[src/rtl/fetch_queue_pkg.sv]
// Shared widths, PC increment and queue entry type for the instruction fetch front end.
package fetch_queue_pkg;

   localparam int          WORD_BITS  = 32;
   localparam int          DWORD_BITS = 64;
   localparam logic [63:0] PC_STEP    = 64'd4;

   typedef struct packed {
      logic [DWORD_BITS-1:0] pc;
      logic [WORD_BITS-1:0]  instr;
   } fetch_entry_t;

endpackage

[src/rtl/fetch_queue_sync_fifo.sv]
// Small synchronous FIFO with registered storage; head is the oldest entry, count is 0..DEPTH.
module sync_fifo #(
   parameter int WIDTH = 8,
   parameter int DEPTH = 4
) (
   input  logic                     clk,
   input  logic                     reset,
   input  logic                     push,
   input  logic                     pop,
   input  logic                     clear,
   input  logic [WIDTH-1:0]         din,
   output logic [WIDTH-1:0]         head,
   output logic [$clog2(DEPTH):0]   count
);

   localparam int AW = $clog2(DEPTH);
   localparam logic [AW:0] FULL = (AW+1)'(DEPTH);

   logic [WIDTH-1:0] mem [DEPTH];
   logic [AW-1:0]    wr_ptr;
   logic [AW-1:0]    rd_ptr;
   logic             do_push;
   logic             do_pop;

   assign do_pop  = pop && (count != '0);
   assign do_push = push && ((count != FULL) || do_pop);
   assign head    = mem[rd_ptr];

   // Pointers wrap naturally because DEPTH is a power of two.
   always_ff @(posedge clk) begin
      if (reset || clear) begin
         wr_ptr <= '0;
         rd_ptr <= '0;
         count  <= '0;
      end else begin
         if (do_push) wr_ptr <= wr_ptr + 1'b1;
         if (do_pop)  rd_ptr <= rd_ptr + 1'b1;
         case ({do_push, do_pop})
            2'b10:   count <= count + 1'b1;
            2'b01:   count <= count - 1'b1;
            default: count <= count;
         endcase
      end
   end

   always_ff @(posedge clk) begin
      if (do_push && !clear) mem[wr_ptr] <= din;
   end

endmodule

[src/rtl/fetch_queue.sv]
// Fetch front end: sequential imem requests, in-order {pc, instr} queue to decode, redirect flush.
// Optional combinational empty-queue bypass to decode when FETCH_BYPASS_EN is defined.
module fetch_queue
   import fetch_queue_pkg::*;
#(
   parameter int          DEPTH    = 4,
   parameter logic [63:0] RESET_PC = 64'h0
) (
   input  logic        clk,
   input  logic        reset,
   input  logic        redirect,
   input  logic [63:0] redirect_pc,
   output logic        req_valid,
   input  logic        req_ready,
   output logic [63:0] req_addr,
   input  logic        resp_valid,
   input  logic [31:0] resp_instr,
   output logic        out_valid,
   input  logic        out_ready,
   output logic [63:0] out_pc,
   output logic [31:0] out_instr
);

   localparam int          CW      = $clog2(DEPTH) + 1;
   localparam logic [CW-1:0] DEPTH_C = CW'(DEPTH);
   localparam logic [CW:0]   DEPTH_X = (CW+1)'(DEPTH);

   logic [63:0]   fetch_pc;
   logic [CW-1:0] count;
   logic [CW-1:0] inflight;
   logic [CW-1:0] drop;
   logic [CW-1:0] live;
   logic [63:0]   pend_pc;
   fetch_entry_t  head_q;
   fetch_entry_t  push_entry;
   logic          req_fire;
   logic          q_push;
   logic          q_pop;
   logic          bypass;
   logic          drop_resp;

   assign live      = inflight - drop;
   assign drop_resp = (drop != '0);

   // Queue space is reserved at request time; the inflight bound also keeps the pending-pc FIFO from overflowing
   // while stale responses are still outstanding after a redirect.
   assign req_valid = !reset && !redirect
                      && (({1'b0, count} + {1'b0, live}) < DEPTH_X)
                      && (inflight < DEPTH_C);
   assign req_addr  = fetch_pc;
   assign req_fire  = req_valid && req_ready;

`ifdef FETCH_BYPASS_EN
   assign bypass = !reset && !redirect && resp_valid && !drop_resp && out_ready && (count == '0);
`else
   assign bypass = 1'b0;
`endif

   assign q_push     = resp_valid && !drop_resp && !redirect && !bypass;
   assign q_pop      = (count != '0) && out_ready && !redirect;
   assign push_entry = '{pc: pend_pc, instr: resp_instr};
   assign out_valid  = (count != '0) || bypass;

   always_comb begin
      out_pc    = '0;
      out_instr = '0;
      if (bypass) begin
         out_pc    = pend_pc;
         out_instr = resp_instr;
      end else if (count != '0) begin
         out_pc    = head_q.pc;
         out_instr = head_q.instr;
      end
   end

   // A response arriving in the redirect cycle has already left inflight, so it is excluded from drop.
   always_ff @(posedge clk) begin
      if (reset) begin
         fetch_pc <= RESET_PC;
         drop     <= '0;
      end else if (redirect) begin
         fetch_pc <= redirect_pc;
         drop     <= inflight - CW'(resp_valid);
      end else begin
         if (req_fire) fetch_pc <= fetch_pc + PC_STEP;
         if (resp_valid && drop_resp) drop <= drop - 1'b1;
      end
   end

   sync_fifo #(.WIDTH(64), .DEPTH(DEPTH)) u_pend_fifo (
      .clk   (clk),
      .reset (reset),
      .push  (req_fire),
      .pop   (resp_valid),
      .clear (1'b0),
      .din   (fetch_pc),
      .head  (pend_pc),
      .count (inflight)
   );

   sync_fifo #(.WIDTH($bits(fetch_entry_t)), .DEPTH(DEPTH)) u_entry_fifo (
      .clk   (clk),
      .reset (reset),
      .push  (q_push),
      .pop   (q_pop),
      .clear (redirect),
      .din   (push_entry),
      .head  (head_q),
      .count (count)
   );

   a_resp_has_req: assert property (@(posedge clk) disable iff (reset) !(resp_valid && (inflight == '0)));
   a_no_overflow:  assert property (@(posedge clk) disable iff (reset) !(q_push && (count == DEPTH_C)));

endmodule

[config.mk]
export PLATFORM = sky130hd
export DESIGN_NAME = fetch_queue
export DESIGN_NICKNAME = d
export VERILOG_FILES = /design/src/rtl/fetch_queue_pkg.sv /design/src/rtl/fetch_queue_sync_fifo.sv /design/src/rtl/fetch_queue.sv
export SDC_FILE = /design/constraint.sdc
export NUM_CORES = 1
export LEC_CHECK = 0
export CAP_MARGIN = 10
export CORE_ASPECT_RATIO = 1.4
export CORE_MARGIN = 1
export CORE_UTILIZATION = 44
export CTS_BUF_LIST = sky130_fd_sc_hd__clkbuf_4 sky130_fd_sc_hd__clkbuf_8
export CTS_CLUSTER_DIAMETER = 100
export DETAILED_ROUTE_END_ITERATION = 6
export MAX_ROUTING_LAYER = met4
export PLACE_DENSITY_LB_ADDON = 0.1
export SLEW_MARGIN = 15
export SYNTH_ARGS = -nofsm -noshare
export SYNTH_HDL_FRONTEND = slang
export SYNTH_SLANG_ARGS = --single-unit
[constraint.sdc]
create_clock -name clk -period 7.78 [get_ports clk]
set_input_delay 0.778 -clock clk [delete_from_list [all_inputs] [get_ports clk]]
set_output_delay 0.778 -clock clk [all_outputs]
set_load 0.02 [all_outputs]
==> results.sh <==
export IMPL_crit_required_ps=7000
export IMPL_layout_worst_path_cycle_share_pct=57.9
export IMPL_yosysTopAreaCell="edfxtp_1"
export IMPL_finalHoldViolCount=0
export IMPL_die_area_sq_mm=0.0659
export IMPL_fin_skew_ps=33.6
export IMPL_criticalPathCategory="reg -> out"
export IMPL_ctsResizeCount=0
export IMPL_initial_core_util_pct=44.4
export IMPL_first_pass_iters=5
export IMPL_clkTransAtPathRegs_ps=70
export IMPL_grt_usage_pct=22.5
export IMPL_cp_start_kind="register"
export IMPL_final_core_util_pct=53.4
export IMPL_yosys_top_cells_area="edfxtp_1 (67%), mux4_2 (13%), dfxtp_1 (6.0%)"
export IMPL_die_height_um=303
export IMPL_routed_wl_mm=70.7
export IMPL_dp_slack_ps=3480
export IMPL_die_w_um=217
export IMPL_setup_viol=0
export IMPL_crit_path_max_fanout=53
export IMPL_grt_setup_unrepaired="false"
export IMPL_path_buf_inv=2
export IMPL_synth_top_family_by_area="multiplexers"
export IMPL_synth_fa_ha_area_share_pct=0.956
export IMPL_final_layout_size_suffix_gt1_share_pct=19.1
export IMPL_final_cell_area_sq_mm=0.0343
export IMPL_root_buffer="clkbuf_8"
export IMPL_end_kind="primary output"
export IMPL_synthDistinctLibCells=60
export IMPL_drv_cap=0
export IMPL_regArea_sq_mm=0.0209
export IMPL_peakVddDrop_mv=0.142
export IMPL_dp_cells=2599
export IMPL_layout_cells_non_filler=2803
export IMPL_fin_ws_ps=3280
export IMPL_drcViolationCount=0
export IMPL_postCtsHoldBufs=0
export IMPL_cts_tree="built"
export IMPL_htreeDepth=3
export IMPL_muxShareOfSynthArea_pct=13.1
export IMPL_core_area_sq_mm=0.0643
export IMPL_synth_area_per_cell_sq_um=18.3
export IMPL_portBuffers=263
export IMPL_ys_seq_area_share_pct=73.3
export IMPL_grt_pass1_vias=16200
export IMPL_synth_warnings=0
export IMPL_grt_ovfl_total=0
export IMPL_p_per_area_mw_per_mm2=261
export IMPL_place_area_sq_mm=0.0321
export IMPL_synthSimpleGateAreaFrac_pct=6.84
export IMPL_drt_initial_drc_count=1140
export IMPL_antenna_found_initial=2
export IMPL_worstMarginPinSlew_ps=1070
export IMPL_ys_ff_latch=725
export IMPL_place_congestion=0.834
export IMPL_fin_setup_tns_ps=0
export IMPL_synthFlopType="edfxtp_1"
export IMPL_cts_num_sinks=725
export IMPL_clk_latency_ps=700
export IMPL_synth_xor_area_share_pct=1.14
export IMPL_slew_limit_headroom_pct=28.8
export IMPL_synth_async_reset_ratio_pct=0
export IMPL_critPathTopFamily="buffers and inverters"
export IMPL_via_count=15700
export IMPL_grt_max_degree=69
export IMPL_critical_path_slowest_cell="dfxtp_4"
export IMPL_grt_pass1_wl_mm=105
export IMPL_cts_made_buffers=108
export IMPL_multi_input_area_sq_mm=0.00724
export IMPL_nets=1992
export IMPL_synth_compound_area_share_pct=3.20
export IMPL_status="finished, final reports clean"
export IMPL_yosysTopAreaCellShare_pct=67.3
export IMPL_cp_cell_sequence="buf_4, mux4_2, and2_1, clkdlybuf4s50_1"
export IMPL_fillers=5219
export IMPL_dp_hpwl_mm=43.2
export IMPL_avgViaCountPerCell=5.59
export IMPL_hp_class="in -> reg"
export IMPL_synth_edf_count=640
export IMPL_period_minus_slack_ps=4500
export IMPL_arrival_ps=3730
export IMPL_slowest_delay_ps=850
export IMPL_maxSlewViolCount=0
export IMPL_post_cts_buffers=0
export IMPL_cts_path_max_buffers=3
export IMPL_synth_area_sq_mm=0.0285
export IMPL_drt_antenna_violating_nets=0
export IMPL_syn2layout_area_growth_pct=20.2
export IMPL_pin_count=264
export IMPL_rows=110
export IMPL_synth_nets=1683
export IMPL_fmax_mhz=222
export IMPL_postSynthCellCount=1561
export IMPL_wl_per_cell_um=25.2
export IMPL_leakage_nw=10.9
## layout by cell type (no fill, tap or decap), drive strengths merged, types with 7 or more instances in the layout
master	n
edfxtp	640
clkdlybuf4s50	261
mux4	160
clkbuf	141
and2	108
dfxtp	85
nor2	63
nand2	53
clkinv	49
a21oi	47
o21ai	31
xnor2	27
inv	25
nand3	23
nand4	23
buf	23
and3	20
ha	17
a31oi	14
nor4	13
and4	12
nor3	12
o22ai	11
xor2	10
mux2i	10
a22oi	7
or3	7
## stage by stage
stage	hold slack, ps	power, W
2_1_floorplan	469	0.00547
3_3_place_gp	478	0.00592
3_5_place_dp	490	0.00595
4_1_cts	391	0.00907
5_1_grt	464	0.00932
6_report	464	0.00897
## tightest hold or removal path, cell delays in order
cell and delay, ps:
buf_2 180, nand2_1 110, a21oi_1 60
## cell families (layout without fill, tap and decap cells)
group,after synthesis,after routing
AO/OA/AOI/OAI,147,147
XOR/XNOR,37,37
adder cells (fa/ha/maj),20,20
buffers and inverters,108,509
flip-flops,725,725
multiplexers,174,174
other,0,1
AND/OR/NAND/NOR,350,350
## path summary, 6_finish.rpt
path         depth (start not counted)  slack [ps]                   from                      to
max                                  4        3280               register              out_pc[19]
min                                  3         460               redirect            req_addr[33]
max reg2reg                         12        3450   u_pend_fifo.count[0]  u_pend_fifo.mem[0][50]
min reg2reg                          2         500  u_pend_fifo.wr_ptr[1]   u_pend_fifo.wr_ptr[1]
## flip-flops by register name, summed over array words and instances, names as in the netlist, named ones only
register             flops
u_pend_fifo.wr_ptr       2
u_pend_fifo.rd_ptr       2
req_addr                64
drop                     3
u_entry_fifo.mem       384
u_pend_fifo.count        3
u_entry_fifo.count       3
u_entry_fifo.wr_ptr      2
u_pend_fifo.mem        256
u_entry_fifo.rd_ptr      2
## layout make-up
class	count	share of cell area [%]
sequential	725	61.0
multi-input combinational	728	21.1
timing repair buffer	284	8.20
clock buffer	141	5.13
tap	840	3.06
clock inverter	61	1.26
inverter	23	0.252
antenna	1	0.00729
## synthesized netlist by cell type, types with 5 or more instances
| library cell | instances |
|---|---|
| nor4_1 | 11 |
| and4_1 | 12 |
| nor4b_1 | 5 |
| nor2_1 | 63 |
| o21ai_0 | 31 |
| nand2_1 | 53 |
| buf_1 | 16 |
| nand3_1 | 23 |
| nand4_1 | 22 |
| a22oi_1 | 7 |
| a31oi_1 | 14 |
| dfxtp_1 | 85 |
| and2_1 | 108 |
| ha_1 | 17 |
| mux2i_1 | 10 |
| clkbuf_1 | 62 |
| edfxtp_1 | 640 |
| o22ai_1 | 11 |
| xor2_1 | 10 |
| a21oi_1 | 47 |
| o311ai_0 | 5 |
| buf_2 | 7 |
| xnor2_1 | 27 |
| nor3_1 | 10 |
| or3_1 | 6 |
| and3_1 | 20 |
| mux4_2 | 160 |
| inv_1 | 23 |
## metal layers
layer	global-route usage, %	share of wire (%)
met1	29.7	43
met2	36.4	50
met3	2.84	4.9
met4	7.13	2.0
met5	-	0
## report_power, final
group          internal, W  switching, W  leakage, nW
registers          0.00456      0.000183         6.53
clock network      0.00168       0.00144         1.14
logic             0.000509      0.000603         3.19
total              0.00674       0.00222         10.9
(Power assumes the default switching activity.)
